[src/rtl/plot_sink.sv]
// plot_sink: consumer end of the pixel-plot interface.
// Requests are registered (S1), clipped against the screen, converted to a
// linear framebuffer address and queued in a small FIFO that drains into the
// framebuffer write port under a grant handshake. Input is never stalled;
// losses are reported through the overflow flag and the counters.
module plot_sink #(
  parameter int SCREEN_W = 160,
  parameter int SCREEN_H = 120,
  parameter int COLOUR_W = 3,
  parameter int DEPTH    = 4,
  parameter int ADDR_W   = 15
) (
  input  logic                clk,
  input  logic                reset,
  input  logic                plot,
  input  logic signed [8:0]   x,
  input  logic signed [8:0]   y,
  input  logic [COLOUR_W-1:0] colour,
  input  logic                clr_stats,
  output logic                mem_we,
  output logic [ADDR_W-1:0]   mem_addr,
  output logic [COLOUR_W-1:0] mem_data,
  input  logic                mem_grant,
  output logic                overflow,
  output logic                idle,
  output logic [15:0]         written,
  output logic [15:0]         clipped
);

  localparam int PW = $clog2(DEPTH);
  localparam int EW = ADDR_W + COLOUR_W;
  // Screen limits widened by one bit so the signed compare cannot wrap.
  localparam logic signed [9:0] X_LIM = 10'(SCREEN_W);
  localparam logic signed [9:0] Y_LIM = 10'(SCREEN_H);
  localparam logic [PW:0]       FULL_COUNT = (PW+1)'(DEPTH);

  // S1 input register
  logic                r_s1_valid;
  logic                r_s1_inside;
  logic [8:0]          r_s1_x;
  logic [8:0]          r_s1_y;
  logic [COLOUR_W-1:0] r_s1_colour;

  // FIFO state
  logic [EW-1:0]       r_mem [DEPTH];
  logic [PW-1:0]       r_wr_ptr;
  logic [PW-1:0]       r_rd_ptr;
  logic [PW:0]         r_count;

  // Statistics
  logic                r_overflow;
  logic [15:0]         r_written;
  logic [15:0]         r_clipped;

  logic signed [9:0]   w_x_ext;
  logic signed [9:0]   w_y_ext;
  logic                w_inside;
  logic                w_push_req;
  logic                w_pop;
  logic                w_full;
  logic                w_push;
  logic                w_drop;
  logic                w_clip;
  logic [ADDR_W-1:0]   w_addr;
  logic [EW-1:0]       w_head;

  assign w_x_ext  = {x[8], x};
  assign w_y_ext  = {y[8], y};
  assign w_inside = (w_x_ext >= 10'sd0) && (w_x_ext < X_LIM) &&
                    (w_y_ext >= 10'sd0) && (w_y_ext < Y_LIM);

  // Only used when inside, so both coordinates are non-negative and fit in 8 bits.
  assign w_addr = ADDR_W'(r_s1_y[7:0]) * ADDR_W'(SCREEN_W) + ADDR_W'(r_s1_x[7:0]);

  assign w_push_req = r_s1_valid && r_s1_inside;
  assign w_clip     = r_s1_valid && !r_s1_inside;
  assign w_full     = (r_count == FULL_COUNT);
  assign w_pop      = mem_we && mem_grant;
  // A pop on the same edge frees the slot the push needs.
  assign w_push     = w_push_req && (!w_full || w_pop);
  assign w_drop     = w_push_req && w_full && !w_pop;

  assign mem_we   = (r_count != '0);
  assign w_head   = r_mem[r_rd_ptr];
  // Gate to zero while empty so the port reads 0 out of reset.
  assign mem_addr = mem_we ? w_head[EW-1:COLOUR_W] : '0;
  assign mem_data = mem_we ? w_head[COLOUR_W-1:0]  : '0;
  assign overflow = r_overflow;
  assign written  = r_written;
  assign clipped  = r_clipped;
  assign idle     = !r_s1_valid && (r_count == '0);

  // Capture the request and its on-screen test every cycle
  always_ff @(posedge clk or posedge reset) begin
    if (reset) begin
      r_s1_valid  <= 1'b0;
      r_s1_inside <= 1'b0;
      r_s1_x      <= '0;
      r_s1_y      <= '0;
      r_s1_colour <= '0;
    end else begin
      r_s1_valid  <= plot;
      r_s1_inside <= w_inside;
      r_s1_x      <= x;
      r_s1_y      <= y;
      r_s1_colour <= colour;
    end
  end

  // FIFO storage; contents need no reset because the count gates visibility
  always_ff @(posedge clk) begin
    if (w_push) r_mem[r_wr_ptr] <= {w_addr, r_s1_colour};
  end

  // FIFO pointers and occupancy
  always_ff @(posedge clk or posedge reset) begin
    if (reset) begin
      r_wr_ptr <= '0;
      r_rd_ptr <= '0;
      r_count  <= '0;
    end else begin
      if (w_push) r_wr_ptr <= r_wr_ptr + 1'b1;
      if (w_pop)  r_rd_ptr <= r_rd_ptr + 1'b1;
      case ({w_push, w_pop})
        2'b10:   r_count <= r_count + 1'b1;
        2'b01:   r_count <= r_count - 1'b1;
        default: r_count <= r_count;
      endcase
    end
  end

  // Statistics: clr_stats wins over any increment on the same edge
  always_ff @(posedge clk or posedge reset) begin
    if (reset) begin
      r_overflow <= 1'b0;
      r_written  <= '0;
      r_clipped  <= '0;
    end else if (clr_stats) begin
      r_overflow <= 1'b0;
      r_written  <= '0;
      r_clipped  <= '0;
    end else begin
      if (w_drop) r_overflow <= 1'b1;
      if (w_pop && (r_written != 16'hFFFF)) r_written <= r_written + 16'd1;
      if (w_clip && (r_clipped != 16'hFFFF)) r_clipped <= r_clipped + 16'd1;
    end
  end

endmodule

[config.mk]
export PLATFORM = sky130hd
export DESIGN_NAME = plot_sink
export DESIGN_NICKNAME = d
export VERILOG_FILES = /design/src/rtl/plot_sink.sv
export SDC_FILE = /design/constraint.sdc
export NUM_CORES = 1
export LEC_CHECK = 0
export ABC_AREA = 1
export CORE_MARGIN = 2
export CORE_UTILIZATION = 42
export DETAILED_ROUTE_END_ITERATION = 12
export SLEW_MARGIN = 20
export SYNTH_ARGS = -nofsm -noshare
export SYNTH_HDL_FRONTEND = slang
export SYNTH_SLANG_ARGS = --single-unit
export TNS_END_PERCENT = 1
[constraint.sdc]
create_clock -name clk -period 3.15 [get_ports clk]
set_clock_uncertainty 0.1 [all_clocks]
set_input_delay 0.63 -clock clk [delete_from_list [all_inputs] [get_ports clk]]
set_output_delay 0.63 -clock clk [all_outputs]
set_load 0.1 [all_outputs]
# Word-level counts from Yosys, hierarchy flattened
# Memories as Yosys holds them, arrays and structs flattened.
# Cells that the tools add are included.
# W data, S select, Z words.
dict set report word_totals {
  output_inout_bits 53
  mem_count 1
  input_bits 26
  latch_bits 0
  mem_bits_ro 0
  reg_bits 61
  ram_bits 72
  word_cells 63
}
dict set report classes {
  div 0
  mux 11
  magnitude_cmp 4
  shift 0
  eq_ne 5
  n_addsub 7
  n_reduce_logical 23
  bitwise 0
  multipliers 1
}
# memory depth word_bits rd rd_clocked_by_memory_dff wr line
set memory_table {}
lappend memory_table {r_mem 4 18 1 0 1 45} ;# logic [EW-1:0] r_mem [DEPTH];
# op n
set ops {}
lappend ops {{$mux W16} 4}
lappend ops {{$add A16 B1 Y16 const B} 2}
lappend ops {{$ne A16 B16 Y1 const B} 2}
lappend ops {{$ge A9 B1 Y1 const B} 2}
lappend ops {{$add A15 B8 Y15} 1}
lappend ops {{$mux W15} 1}
lappend ops {{$logic_and A1 B1 Y1} 12}
lappend ops {{$mul A8 B3 Y10 const B} 1}
lappend ops {{$lt A9 B8 Y1 const B} 1}
lappend ops {{$lt A9 B9 Y1 const B} 1}
lappend ops {{$reduce_bool A2 Y1} 4}
lappend ops {{$pmux W3 S2} 1}
lappend ops {{$add A2 B1 Y2 const B} 2}
lappend ops {{$logic_not A1 Y1} 4}
lappend ops {{$mux W1} 4}
lappend ops {{$add A3 B1 Y3 const B} 1}
lappend ops {{$eq A3 B3 Y1 const B} 1}
lappend ops {{$logic_not A3 Y1} 1}
lappend ops {{$mux W3} 1}
lappend ops {{$reduce_bool A3 Y1} 1}
lappend ops {{$sub A3 B1 Y3 const B} 1}
lappend ops {{$eq A2 B1 Y1 const B} 1}
lappend ops {{$eq A2 B2 Y1 const B} 1}
lappend ops {{$logic_or A1 B1 Y1} 1}

# Logic depth before layout (Yosys ltp)
# Gate-level depths: netlist of run 1.
dict set report depth {
  depth_word 6
  depth_mapped 12
  depth_no_buf 12
}

# Worst setup path before layout of run 1
# OpenSTA, ideal clock, no wires.
dict set report synth_path {
  path_kind {register -> output}
  startpoint {reg r_count[0]}
  endpoint {out mem_addr[10]}
  arrival_time_ns 2.478
  path_slack_ns -0.058
  path_stages_with_launch 6
  required_ns 2.420
  cell_sequence {dfrtp_1 nor2_2 nand2_4 inv_4 clkbuf_1 a21oi_1}
}
dict set report synth_between {
  elab_chain_cells 2
}
# element line
set synth_lines {}
lappend synth_lines {{start, declared} 48} ;# logic [PW:0] r_count;
lappend synth_lines {{start signal, assigned} 125} ;# 2'b10: r_count <= r_count + 1'b1;
lappend synth_lines {{start signal, assigned} 126} ;# 2'b01: r_count <= r_count - 1'b1;
lappend synth_lines {{start signal, assigned} 127} ;# default: r_count <= r_count;
lappend synth_lines {{$reduce_bool A3 Y1} 83} ;# assign mem_we = (r_count != '0);
lappend synth_lines {{net mem_we} 20} ;# output logic mem_we,
lappend synth_lines {{$mux W15} 86} ;# assign mem_addr = mem_we ? w_head[EW-1:COLOUR_W] : '0;
lappend synth_lines {{end, declared} 21} ;# output logic [ADDR_W-1:0] mem_addr,
# The timed path passes the listed nets, and every way through them passes these cells.

# Worst setup path after layout of run 1
dict set report layout_path {
  startpoint {reg r_rd_ptr[1]}
  endpoint {out mem_addr[12]}
}
dict set report layout_between {
  elab_chain_cells 2
}
# element line
set layout_lines {}
lappend layout_lines {{start, declared} 47} ;# logic [PW-1:0] r_rd_ptr;
lappend layout_lines {{start signal, assigned} 123} ;# if (w_pop) r_rd_ptr <= r_rd_ptr + 1'b1;
lappend layout_lines {{$mem_v2 Z4 W18} -}
lappend layout_lines {{$mux W15} 86}
# Every way passes these cells.

==> results of run 1 <==
==> per-stage QoR <==
step / std cells / setup TNS [ns] / util / instance area [µm²]
global placement: 948 / 0 / 0.5000 / 7601
floorplan: 690 / -0.5795 / - / 6510
CTS: 980 / 0 / 0.5427 / 8250
detailed placement: 948 / 0 / 0.5000 / 7601
global route: 980 / 0 / 0.5427 / 8250
finish: 980 / 0 / 0.5427 / 8250
==> flip-flops by register name, indices dropped and copies added (netlist names) <==
signal / cells
clipped: 16
overflow: 1
r_count: 3
r_mem: 72
r_rd_ptr: 2
r_s1_colour: 3
r_s1_inside: 1
r_s1_valid: 1
r_s1_x: 8
r_s1_y: 8
r_wr_ptr: 2
written: 16
==> worst register-to-register path, stage by stage, from the launching register on <==
cell	delay, ns
dfrtp_1	0.40
ha_1	0.30
ha_1	0.23
fa_1	0.54
nand2_1	0.08
nor2_1	0.09
nand2_1	0.05
nand2_1	0.11
nand3_1	0.09
nor2_1	0.13
nand2_1	0.07
nand2_1	0.05
nand2_1	0.08
==> logic make-up (layout without fill, tap and decap cells) <==
group,count (synthesis),in the layout,share of synthesized area
AND/OR/NAND/NOR,350,350,0.2389
flip-flops,133,133,0.5666
AO/OA/AOI/OAI,86,86,0.06939
buffers and inverters,77,179,0.04863
adder cells (fa/ha/maj),24,24,0.04959
XOR/XNOR,20,20,0.02691
==> cells in the mapped netlist (all sizes together), types with 2 or more instances <==
cell type	n	area share
a21oi	22	0.017
buf	12	0.011
clkbuf	6	0.0035
clkinv	2	0.0012
dfrtp	61	0.23
edfxtp	72	0.33
fa	3	0.0092
ha	21	0.040
inv	57	0.033
nand2	145	0.087
nand3	37	0.029
nand4	28	0.027
nor2	132	0.089
nor3	4	0.0031
o21ai	55	0.042
o21bai	5	0.0058
xnor2	2	0.0027
xor2	18	0.024
==> worst max path at each step <==
stage,cells after the start,to,slack [ns],startpoint
CTS,5,mem_addr[12],0.29,r_rd_ptr[1]
floorplan,5,mem_addr[10],-0.06,r_count[0]
finish,5,mem_addr[12],0.32,r_rd_ptr[1]
global route,5,mem_addr[1],0.1,r_rd_ptr[1]
global placement,12,r_mem[1][17],0.61,r_s1_y[1]
detailed placement,12,r_mem[2][17],0.55,r_s1_y[1]
==> power groups by stage <==
stage | combinational, µW | clock, µW | sequential (µW)
after floorplan | 2300 | 0 | 2100
after global placement | 3490 | 0 | 2050
final | 3500 | 2160 | 2020
after global routing | 3700 | 2270 | 2030
after CTS | 3530 | 2200 | 2020
after detailed placement | 3520 | 0 | 2050
==> metal layers <==
layer,routed length [µm],vias up
li1,-,2484
met1,6576,2421
met2,7104,124
met3,645,23
met4,283,0
met5,0,-
==> area by class of cell <==
type                            instances  area [µm²]  area share
Clock inverter                         12       202.7     0.02457
Multi-Input combinational cell        480        2505      0.3036
Clock buffer                           20       446.7     0.05414
Sequential cell                       133        3689      0.4471
Tap cell                              188       235.2     0.02851
Inverter                               59       224.0     0.02715
Timing Repair Buffer                   88       948.4      0.1150
==> summary.txt, run 1 <==
Clocking
  – Sink Count: 133
  – Clk_lat worst skew: 0.42 ns
  – CTS Hold Bufs: 0
  – TritonCTS clock tree: yes
  – Setup Buffers After CTS: 0
  – CTS resizes: 0
  – Htree depth: 4
  – Cts bufs inserted: 17
  – Root Buffer: clkbuf_16
  – Clk buf depth: 2
  – Clk slew on worst S/H paths: 0.06 ns

Floorplan
  – Die height: 128.5 µm
  – Ports: 79
  – Die ar.: 16,510 µm²
  – Die Wd: 128.5 µm
  – Row Count: 45
  – Initial Utilization: 0.4282
  – Core Footprint: 15,200 µm²

GRT
  – Largest net degree at the start of global routing: 38
  – Total GRT Usage: 0.1921
  – GRT busiest layer: met2
  – Vias in the first global route: 4,971
  – Gr ovfl total: 0
  – GRT met2 Usage: 0.3120
  – Initial antenna violation count: 0
  – Global-route wire length before repair: 24.77 mm
  – GR Util met3: 0.03950
  – Met1 GRT Util: 0.2504

Logic synthesis
  – Synth warn: 0
  – Post-synthesis cell count: 690
  – Post-synth EDFFs: 72
  – Synth Area per Inst: 9.435 µm²
  – Ys async rst share: 0.4586
  – Post-synth top flop: edfxtp_1
  – Yosys cell types: 37
  – Synth Register Bits: 133
  – Syn Nets: 740
  – Post-Syn Area: 6510 µm²
  – Seq/Total Area, Yosys: 0.5666

Flow run
  – Max Cap Violations: 0

Power
  – Sw Share: 0.4191
  – Max VDD drop: 647.0 µV
  – Leakage power: 0.003560 µW
  – Reg power frac: 0.264
  – Clk pwr share: 0.281
  – Pwr Total: 7677 µW
  – Combinational share of power: 0.455
  – Power per cell area: 930.5 nW/µm²
  – Psw: 3218 µW
  – Internal: 4459 µW

Critical path
  – Cell breakdown of the critical path: clkinv_1 -> nor2_1 -> o21ai_0 -> a21oi_1 -> buf_12
  – Critical Path End Type: primary output
  – Worst EP required: 2.42 ns
  – Reg2reg path depth: 12
  – Worst Path Buf+Inv: 2
  – R2r endpoint: r_mem[3][17]
  – CP Data Arrival Time: 2.10 ns
  – Slowest CP cell: clkinv_1
  – CP startpoint kind: flip-flop
  – Crit Path Class: reg -> out
  – Critical path's largest stage delay: 0.48 ns
  – Flop-to-flop setup slack: 0.55 ns
  – Cell class contributing the biggest share of worst-path delay: buffers and inverters
  – FF-to-FF Start: r_s1_y[1]
  – Critical Path Fanout Max: 18

Timing
  – Slew Limit Fails: 0
  – Worst setup margin: 0.3219 ns
  – RSZ-0062 raised after global routing: no
  – Fmax: 353.6 MHz
  – Worst slew pin tran: 0.6934 ns
  – Worst hold slack: 0.3907 ns
  – Final worst path period need: 2.828 ns
  – Setup Viol. Count Final: 0
  – Period utilization: 0.8978
  – Max transition margin: 0.5346
  – Final hold vios: 0

Route
  – DR vias: 5,052
  – Drt drc: 0
  – Final WL: 14.61 mm
  – Vias per Instance: 5.155
  – Routed Antenna Nets: 0
  – First-pass detailed-route iteration total: 5
  – WL per Instance: 14.91 µm
  – Initial DRC Count: 360

Layout
  – Antenna diode instance count: 0
  – # fillers: 1,363
  – Most frequent cells in the layout: nand2_1 (140), nor2_1 (122), edfxtp_1 (72), dfrtp_1 (61), inv_1 (51)
  – Commonest non-fill, non-tap cell in the layout: nand2_1
  – Layout cells sized above 1: 0.1465
  – Nets: 829
  – P&R area growth vs syn: 26.73%

Hold path
  – Hold Path Origin: r_s1_x[0]
  – Hold Crit Class: reg -> reg
  – WHS Endpoint: r_mem[3][3]
  – Hold Path Cell Cnt: 0

Placement
  – I/O Buffers: 78
  – Dpl hpwl: 9.977 mm
  – Final Wtd Congestion: 0.8813
  – Pre-CTS setup slack: 0.5456 ns

Status
  – Outcome: complete, no violations
No activity file was read; power rests on OpenSTA's default activity.
==> inputs of run 2 (changes only) <==
- CTS_CLUSTER_SIZE: default -> 30
==> results of run 2 <==
No change in the layout: final DEF, timing and power equal those of run 1.
==> inputs of run 3 (changes only) <==
- CTS_CLUSTER_SIZE: 30 -> 8
==> results of run 3 <==
No change in the layout: final DEF, timing and power equal those of run 1.
